==> src/rtl/bounce_generator.sv <==
// Switch-bounce emulator: turns a clean requested level into a pseudo-random
// toggling burst that settles on that level, then holds it before signalling done.
module bounce_generator #(
    parameter int unsigned BOUNCE_PAIRS  = 4,
    parameter int unsigned GAP_W         = 4,
    parameter int unsigned SETTLE_CYCLES = 64,
    parameter logic [15:0] LFSR_SEED     = 16'hACE1
) (
    input  logic       clock,
    input  logic       reset_n,
    input  logic       enable,
    input  logic       clean_in,
    output logic       trigger,
    output logic       busy,
    output logic       done,
    output logic [7:0] burst_count
);

    localparam int unsigned TogW    = $clog2(2 * BOUNCE_PAIRS + 2);
    localparam int unsigned SetW    = (SETTLE_CYCLES < 2) ? 1 : $clog2(SETTLE_CYCLES + 1);
    localparam logic [TogW-1:0] TogInit = TogW'(2 * BOUNCE_PAIRS + 1);
    localparam logic [SetW-1:0] SetInit = SetW'(SETTLE_CYCLES);
    localparam logic [15:0] SeedEff  = (LFSR_SEED == 16'h0000) ? 16'h0001 : LFSR_SEED;
    localparam logic [15:0] LfsrMask = 16'hB400;

    typedef enum logic [1:0] {StIdle, StBounce, StSettle} state_e;

    state_e            state_q, state_d;
    logic [15:0]       lfsr_q, lfsr_d;
    logic [GAP_W-1:0]  gap_q, gap_d;
    logic [TogW-1:0]   tog_q, tog_d;
    logic [SetW-1:0]   set_q, set_d;
    logic              trig_q, trig_d;
    logic              target_q, target_d;
    logic              busy_q, busy_d;
    logic              done_q, done_d;
    logic [7:0]        cnt_q, cnt_d;

    logic [15:0]       lfsr_step;
    logic [GAP_W-1:0]  gap_load;

    // The LFSR only advances when a gap is consumed, keeping bursts reproducible from reset.
    assign lfsr_step = {1'b0, lfsr_q[15:1]} ^ (lfsr_q[0] ? LfsrMask : 16'h0000);
    assign gap_load  = (lfsr_q[GAP_W-1:0] == '0) ? GAP_W'(1) : lfsr_q[GAP_W-1:0];

    always_ff @(posedge clock or negedge reset_n) begin
        if (!reset_n) begin
            state_q  <= StIdle;
            lfsr_q   <= SeedEff;
            gap_q    <= '0;
            tog_q    <= '0;
            set_q    <= '0;
            trig_q   <= 1'b0;
            target_q <= 1'b0;
            busy_q   <= 1'b0;
            done_q   <= 1'b0;
            cnt_q    <= 8'd0;
        end else begin
            state_q  <= state_d;
            lfsr_q   <= lfsr_d;
            gap_q    <= gap_d;
            tog_q    <= tog_d;
            set_q    <= set_d;
            trig_q   <= trig_d;
            target_q <= target_d;
            busy_q   <= busy_d;
            done_q   <= done_d;
            cnt_q    <= cnt_d;
        end
    end

    always_comb begin
        state_d  = state_q;
        lfsr_d   = lfsr_q;
        gap_d    = gap_q;
        tog_d    = tog_q;
        set_d    = set_q;
        trig_d   = trig_q;
        target_d = target_q;
        busy_d   = busy_q;
        done_d   = 1'b0;
        cnt_d    = cnt_q;
        unique case (state_q)
            StIdle: begin
                if (!enable) begin
                    trig_d = clean_in;
                end else if (clean_in != trig_q) begin
                    target_d = clean_in;
                    tog_d    = TogInit;
                    gap_d    = gap_load;
                    lfsr_d   = lfsr_step;
                    busy_d   = 1'b1;
                    state_d  = StBounce;
                end
            end
            StBounce: begin
                if (gap_q == GAP_W'(1)) begin
                    trig_d = ~trig_q;
                    tog_d  = tog_q - TogW'(1);
                    if (tog_q == TogW'(1)) begin
                        set_d   = SetInit;
                        state_d = StSettle;
                    end else begin
                        gap_d  = gap_load;
                        lfsr_d = lfsr_step;
                    end
                end else begin
                    gap_d = gap_q - GAP_W'(1);
                end
            end
            StSettle: begin
                trig_d = target_q;
                if (set_q == SetW'(1)) begin
                    done_d  = 1'b1;
                    cnt_d   = cnt_q + 8'd1;
                    busy_d  = 1'b0;
                    state_d = StIdle;
                end else begin
                    set_d = set_q - SetW'(1);
                end
            end
            default: state_d = StIdle;
        endcase
    end

    always_comb begin
        trigger     = trig_q;
        busy        = busy_q;
        done        = done_q;
        burst_count = cnt_q;
    end

endmodule

==> config.mk <==
export PLATFORM = sky130hd
export DESIGN_NAME = bounce_generator
export DESIGN_NICKNAME = d
export VERILOG_FILES = /design/src/rtl/bounce_generator.sv
export SDC_FILE = /design/constraint.sdc
export NUM_CORES = 1
export LEC_CHECK = 0
export BUFFER_PORTS_ARGS = -buffer_cell sky130_fd_sc_hd__buf_2
export CAP_MARGIN = 20
export CORE_MARGIN = 10
export CORE_UTILIZATION = 50
export DETAILED_ROUTE_END_ITERATION = 8
export GPL_TIMING_DRIVEN = 0
export PLACE_DENSITY = 0.66
export SYNTH_ARGS = -nofsm -noshare
export SYNTH_HDL_FRONTEND = slang
export SYNTH_SLANG_ARGS = --single-unit
==> constraint.sdc <==
create_clock -name clock -period 2.1 [get_ports clock]
set_input_delay 0.42 -clock clock [delete_from_list [all_inputs] [get_ports clock]]
set_output_delay 0.42 -clock clock [all_outputs]
set_load 0.02 [all_outputs]
After elaboration in Yosys (flattened, before gate mapping)
Cells that the tools add are included.
{"block": "totals", "register_bits": 45, "inputBits": 4, "word_cells": 81}
{"block": "op_classes", "n_addsub": 4, "n_eq_ne": 15, "mux": 35, "n_bitwise": 2, "reduce_logical": 15}
{"cell": "2-to-1 mux 16 bit", "n": 5}
{"cell": "2-to-1 mux 4 bit", "n": 8}
{"cell": "case mux 16 bit (2 select lines)", "n": 1}
{"cell": "2-to-1 mux 7 bit", "n": 3}
{"cell": "inequality test 2 bit (second input constant)", "n": 8}
{"cell": "case mux 4 bit (2 select lines)", "n": 2}
{"cell": "AND reduction 4 bit", "n": 4}
{"cell": "XOR 15 x 16 -> 16 bit", "n": 1}
{"cell": "case mux 7 bit (2 select lines)", "n": 1}
{"cell": "2-to-1 mux 2 bit", "n": 5}
{"cell": "AND reduction 5 bit", "n": 2}
{"cell": "adder 8 x 1 -> 8 bit (second input constant)", "n": 1}
{"cell": "== test 4 x 1 -> 1 bit (second input constant)", "n": 2}
{"cell": "subtractor 4 x 1 -> 4 bit (second input constant)", "n": 2}
{"cell": "== test 7 x 1 -> 1 bit (second input constant)", "n": 1}
{"cell": "2-to-1 mux 1 bit", "n": 7}
{"cell": "subtractor 7 x 1 -> 7 bit (second input constant)", "n": 1}
{"cell": "case mux 2 bit (3 select lines)", "n": 1}
{"cell": "AND reduction 3 bit", "n": 2}
{"cell": "nonzero test 2 bit", "n": 3}
{"cell": "logical NOT 4 bit", "n": 1}
{"cell": "inequality test 3 bit (second input constant)", "n": 1}
{"cell": "case mux 1 bit (3 select lines)", "n": 1}
{"cell": "nonzero test 3 bit", "n": 1}
{"cell": "7 further kinds", "n": 7}

Depth between registers and ports, before layout
{"block": "depth", "word_depth": 5, "mapped_depth": 8}

Least setup slack after synthesis
Ideal clock, no wire load.
{"block": "synth_path", "path_kind": "register to register", "startpoint": "register gap_q[1]", "endpoint": "register lfsr_q[3]", "arrival_ns": 1.875, "required_time_ns": 1.975, "setup_slack_ns": 0.101, "path_stages_with_launch": 8, "n_path_buf": 1, "synth_period_minus_slack_ns": 1.999, "cell_sequence": "dfrtp_1 inv_1 ha_1 nor3b_2 mux2i_2 a211oi_4 buf_6 mux2_2"}
{"block": "synth_via", "elab_chain_cells": 3}
{"item": "from (decl)", "line": "30", "rtl": "logic [GAP_W-1:0] gap_q, gap_d;"}
{"item": "from (signal assigned)", "line": "61", "rtl": "gap_q <= gap_d;"}
{"item": "== test 4 x 1 -> 1 bit", "line": "97", "rtl": "if (gap_q == GAP_W'(1)) begin"}
{"item": "inequality test 2 bit (no source line)"}
{"item": "AND reduction 5 bit (no source line)"}
{"item": "to (signal assigned)", "line": "60", "rtl": "lfsr_q <= lfsr_d;"}
{"item": "to (decl)", "line": "29", "rtl": "logic [15:0] lfsr_q, lfsr_d;"}
No other way between the ends.
A chain may end at the register's enable or synchronous reset.

Worst setup path after layout
{"block": "layout_path", "startpoint": "register state_q[0]", "endpoint": "register lfsr_q[4]"}
{"block": "layout_via", "elab_chain_cells": 3}
{"item": "from (decl)", "line": "28", "rtl": "state_e state_q, state_d;"}
{"item": "from (signal assigned)", "line": "48", "rtl": "state_q <= StIdle;"}
{"item": "from (signal assigned)", "line": "59", "rtl": "state_q <= state_d;"}
{"item": "== test 2 x 1 -> 1 bit / logical NOT 2 bit (equally long branches)", "line": "83", "rtl": "unique case (state_q)"}
{"item": "inequality test 2 bit (no source line) / nonzero test 2 bit (equally long branches)"}
{"item": "AND reduction 5 bit (no source line)"}
Several ways; a longest one is shown, not always the timed one.

==> results.cfg <==
[yosys]
async_flop_share_pct = 100
ys.flop_type = dfrtp_1
synthTopCellsByArea = dfrtp_1 39%, mux2_2 9.0%, dfstp_2 8.8%, ha_1 5.8%, xor2_1 2.6%
netlist.area_leader.share_pct = 38.9
ys_warn_count = 0
synth_edf_count = 0
synth-seq-cells = 45
syn_area_per_cell_sq_um = 11.2
syn-num-nets = 227
yosysUniqueCellTypes = 49
yosysSeqAreaShare_pct = 47.8
syn_inst = 212
synth_top_cell_by_area = dfrtp_1
syn-cell-area_sq_um = 2380

[sta]
tightest_slew_ns = 0.562
setup_viol = 0
setup_ws_ns = 0.0411
clock.fmax_mhz = 486
skew_ns = 0.0126
period_share_pct = 98.0
slew_headroom_pct = 62.3
hold_slack_ns = 0.0237
drv_slew = 0
rsz0062_at_grt = true
finalCriticalPeriod_ns = 2.06
hold_viol = 0

[job]
maxCapViolCount = 0

[critical_path]
criticalPathCategory = flop to flop
critPathCaptureType = flop
rr_startpoint = state_q[0]
r2r_slack_ns = 0.04
critPathLaunch = state_q[0]
worstRegToRegCells = 6
crit_end = lfsr_q[4]
cp_max_fo = 10
cp.arrival_ns = 2.25
crit_path_start_kind = flop
r2r_end = lfsr_q[4]
required_ns = 2.29

[clocking]
insertion_delay_ns = 0.31
cts_tree = yes
clk_pin_slew_ns = 0.10
cts-htree-levels = 2
cts.sinks = 45
clk_path_buf_depth = 2
root_buffer = clkbuf_8
cts_hold_buffers = 0
cts_buffers = 5

[floorplanning]
coreArea_sq_um = 4660
initial_utilization_pct = 51.0
die_w_um = 89.0
io_pins = 15
rows = 25
die_h_um = 89.0
die_area_sq_um = 7910

[global_routing]
track_usage_pct = 12.4
grt_max_degree = 46
grt_pass1_wl_um = 7940
grt-ovfl-total = 0
grt_pass1_vias = 1746
antenna_found_initial = 0

[cells_and_area]
nNetsFinal = 254
fin_util_pct = 58.0
fin_cells = 294
syn_to_final_growth_pct = 13.8
drive_above_1_share_pct = 32.9
n_antenna_cell = 0

[worst_hold_path]
hold_path_class = input port to asynchronous set/reset pin

[place]
pre_cts_slack_ns = -0.304
port_buffers = 14
gp_congestion = 0.831
dp.cells = 280
place_hpwl_um = 3120

[pwr]
p_total_mw = 3.61
power_density_nw_per_um2 = 1330
vdd_drop_max_mv = 0.552
p_leak_nw = 1.24

[routing]
finalWirelength_um = 4470
vias_per_cell = 5.72
post_drt_wl_per_cell_um = 15.2
ant_nets = 0
drtPass1Iterations = 4
drtIter0Drc = 54
drc_errors = 0
via_count = 1681

[run_status]
status = complete, no violations
==> Yosys cell counts, drive strengths merged, types with 2 or more instances <==
| master | n |
|---|---|
| nand4 | 3 |
| nand2 | 12 |
| o31ai | 5 |
| inv | 15 |
| mux2 | 19 |
| a31oi | 2 |
| nand3 | 8 |
| a21boi | 2 |
| mux2i | 3 |
| nor3 | 8 |
| buf | 5 |
| and2 | 2 |
| or4 | 6 |
| dfstp | 8 |
| o311ai | 2 |
| nor3b | 5 |
| nand4b | 3 |
| a21oi | 11 |
| ha | 11 |
| xnor2 | 5 |
| xor2 | 7 |
| o221a | 2 |
| nor2 | 7 |
| o21ai | 8 |
| a2bb2oi | 2 |
| dfrtp | 37 |
==> logic make-up (layout without fill, tap and decap cells) <==
logic type,after synthesis,in the layout,share of synthesized area (%)
simple gates,59,59,14.9
compound gates,42,42,12.8
flops,45,45,47.8
buf+inv,21,49,3.79
mux,22,22,10.4
xor+xnor,12,12,4.42
fa+ha+maj,11,11,5.79
==> through the flow <==
| stage | setup TNS, ns | area [sq um] |
|---|---|---|
| floorplan | 0 | 2380 |
| global route | -0.809 | 2710 |
| global placement | -2.21 | 2510 |
| detailed placement | -2.88 | 2510 |
| finish | 0 | 2710 |
| CTS | -0.00363 | 2650 |
==> worst min path at each step <==
stage | from | endpoint | slack (ns) | cells past startpoint
final | reset_n | state_q[0] | 0.02 | 1
after global routing | reset_n | state_q[0] | 0.05 | 1
after CTS | reset_n | state_q[0] | 0.31 | 1
after detailed placement | burst_count[5] | burst_count[5] | 0.48 | 1
after global placement | burst_count[7] | burst_count[7] | 0.45 | 1
after floorplan | reset_n | burst_count[0] | 0.12 | 0
==> power breakdown <==
group | total, mW | switching [mW] | internal (mW) | leakage, nW
Combinational | 1.77 | 0.954 | 0.817 | 0.636
Sequential | 1.28 | 0.212 | 1.07 | 0.558
Clock | 0.557 | 0.321 | 0.237 | 0.0445
Total | 3.61 | 1.49 | 2.12 | 1.24
==> cell usage in the layout, fill, tap and decap left out, drive strengths merged, types with 2 or more instances in the layout <==
cell type / netlist / routed
a21boi: 2 / 2
a21oi: 11 / 11
a2bb2oi: 2 / 2
a31oi: 2 / 2
and2: 2 / 2
buf: 5 / 23
clkbuf: 1 / 8
dfrtp: 37 / 37
dfstp: 8 / 8
ha: 11 / 11
inv: 15 / 16
mux2: 19 / 19
mux2i: 3 / 3
nand2: 12 / 12
nand3: 8 / 8
nand4: 3 / 3
nand4b: 3 / 3
nor2: 7 / 7
nor3: 8 / 8
nor3b: 5 / 5
o21ai: 8 / 8
o221a: 2 / 2
o311ai: 2 / 2
o31ai: 5 / 5
or4: 6 / 6
xnor2: 5 / 5
xor2: 7 / 7
==> final cells by class <==
class / instances / area (sq um)
Sequential cell: 45 / 1140
Fill cell: 409 / 1960
Tap cell: 54 / 67.6
Clock inverter: 3 / 21.3
Inverter: 15 / 56.3
Buffer: 6 / 40.0
Timing Repair Buffer: 20 / 128
Clock buffer: 5 / 68.8
Multi-Input combinational cell: 146 / 1190
==> flip-flops by register name (all words and copies together), names as in the netlist <==
signal and cells:
burst_count 8, busy 1, done 1, gap_q 4
lfsr_q 16, set_q 7, state_q 2, target_q 1
tog_q 4, trigger 1
==> critical path, stage by stage (launching register included) <==
cell and delay, ns:
dfrtp_1 0.41, inv_1 0.08, ha_1 0.30, a21boi_2 0.27, a211oi_4 0.34, buf_6 0.20, mux2_2 0.33
==> repair_timing <==
| action | in CTS | in global routing |
|---|---|---|
| setup buffers | 3 | 2 |
| resized for setup | 5 | 7 |
| setup endpoints to repair | 26 | 29 |
| gates cloned | 0 | 0 |
| pin swaps | 1 | 1 |
==> routing by layer <==
metal	up-vias	share of wire [%]	GRT usage [%]
met2	19	48	21.3
li1	826	-	-
met3	5	3.2	2.64
met1	831	47	15.1
met4	0	1.5	3.90
met5	-	0	0
Power figures use the tool's default switching activity.
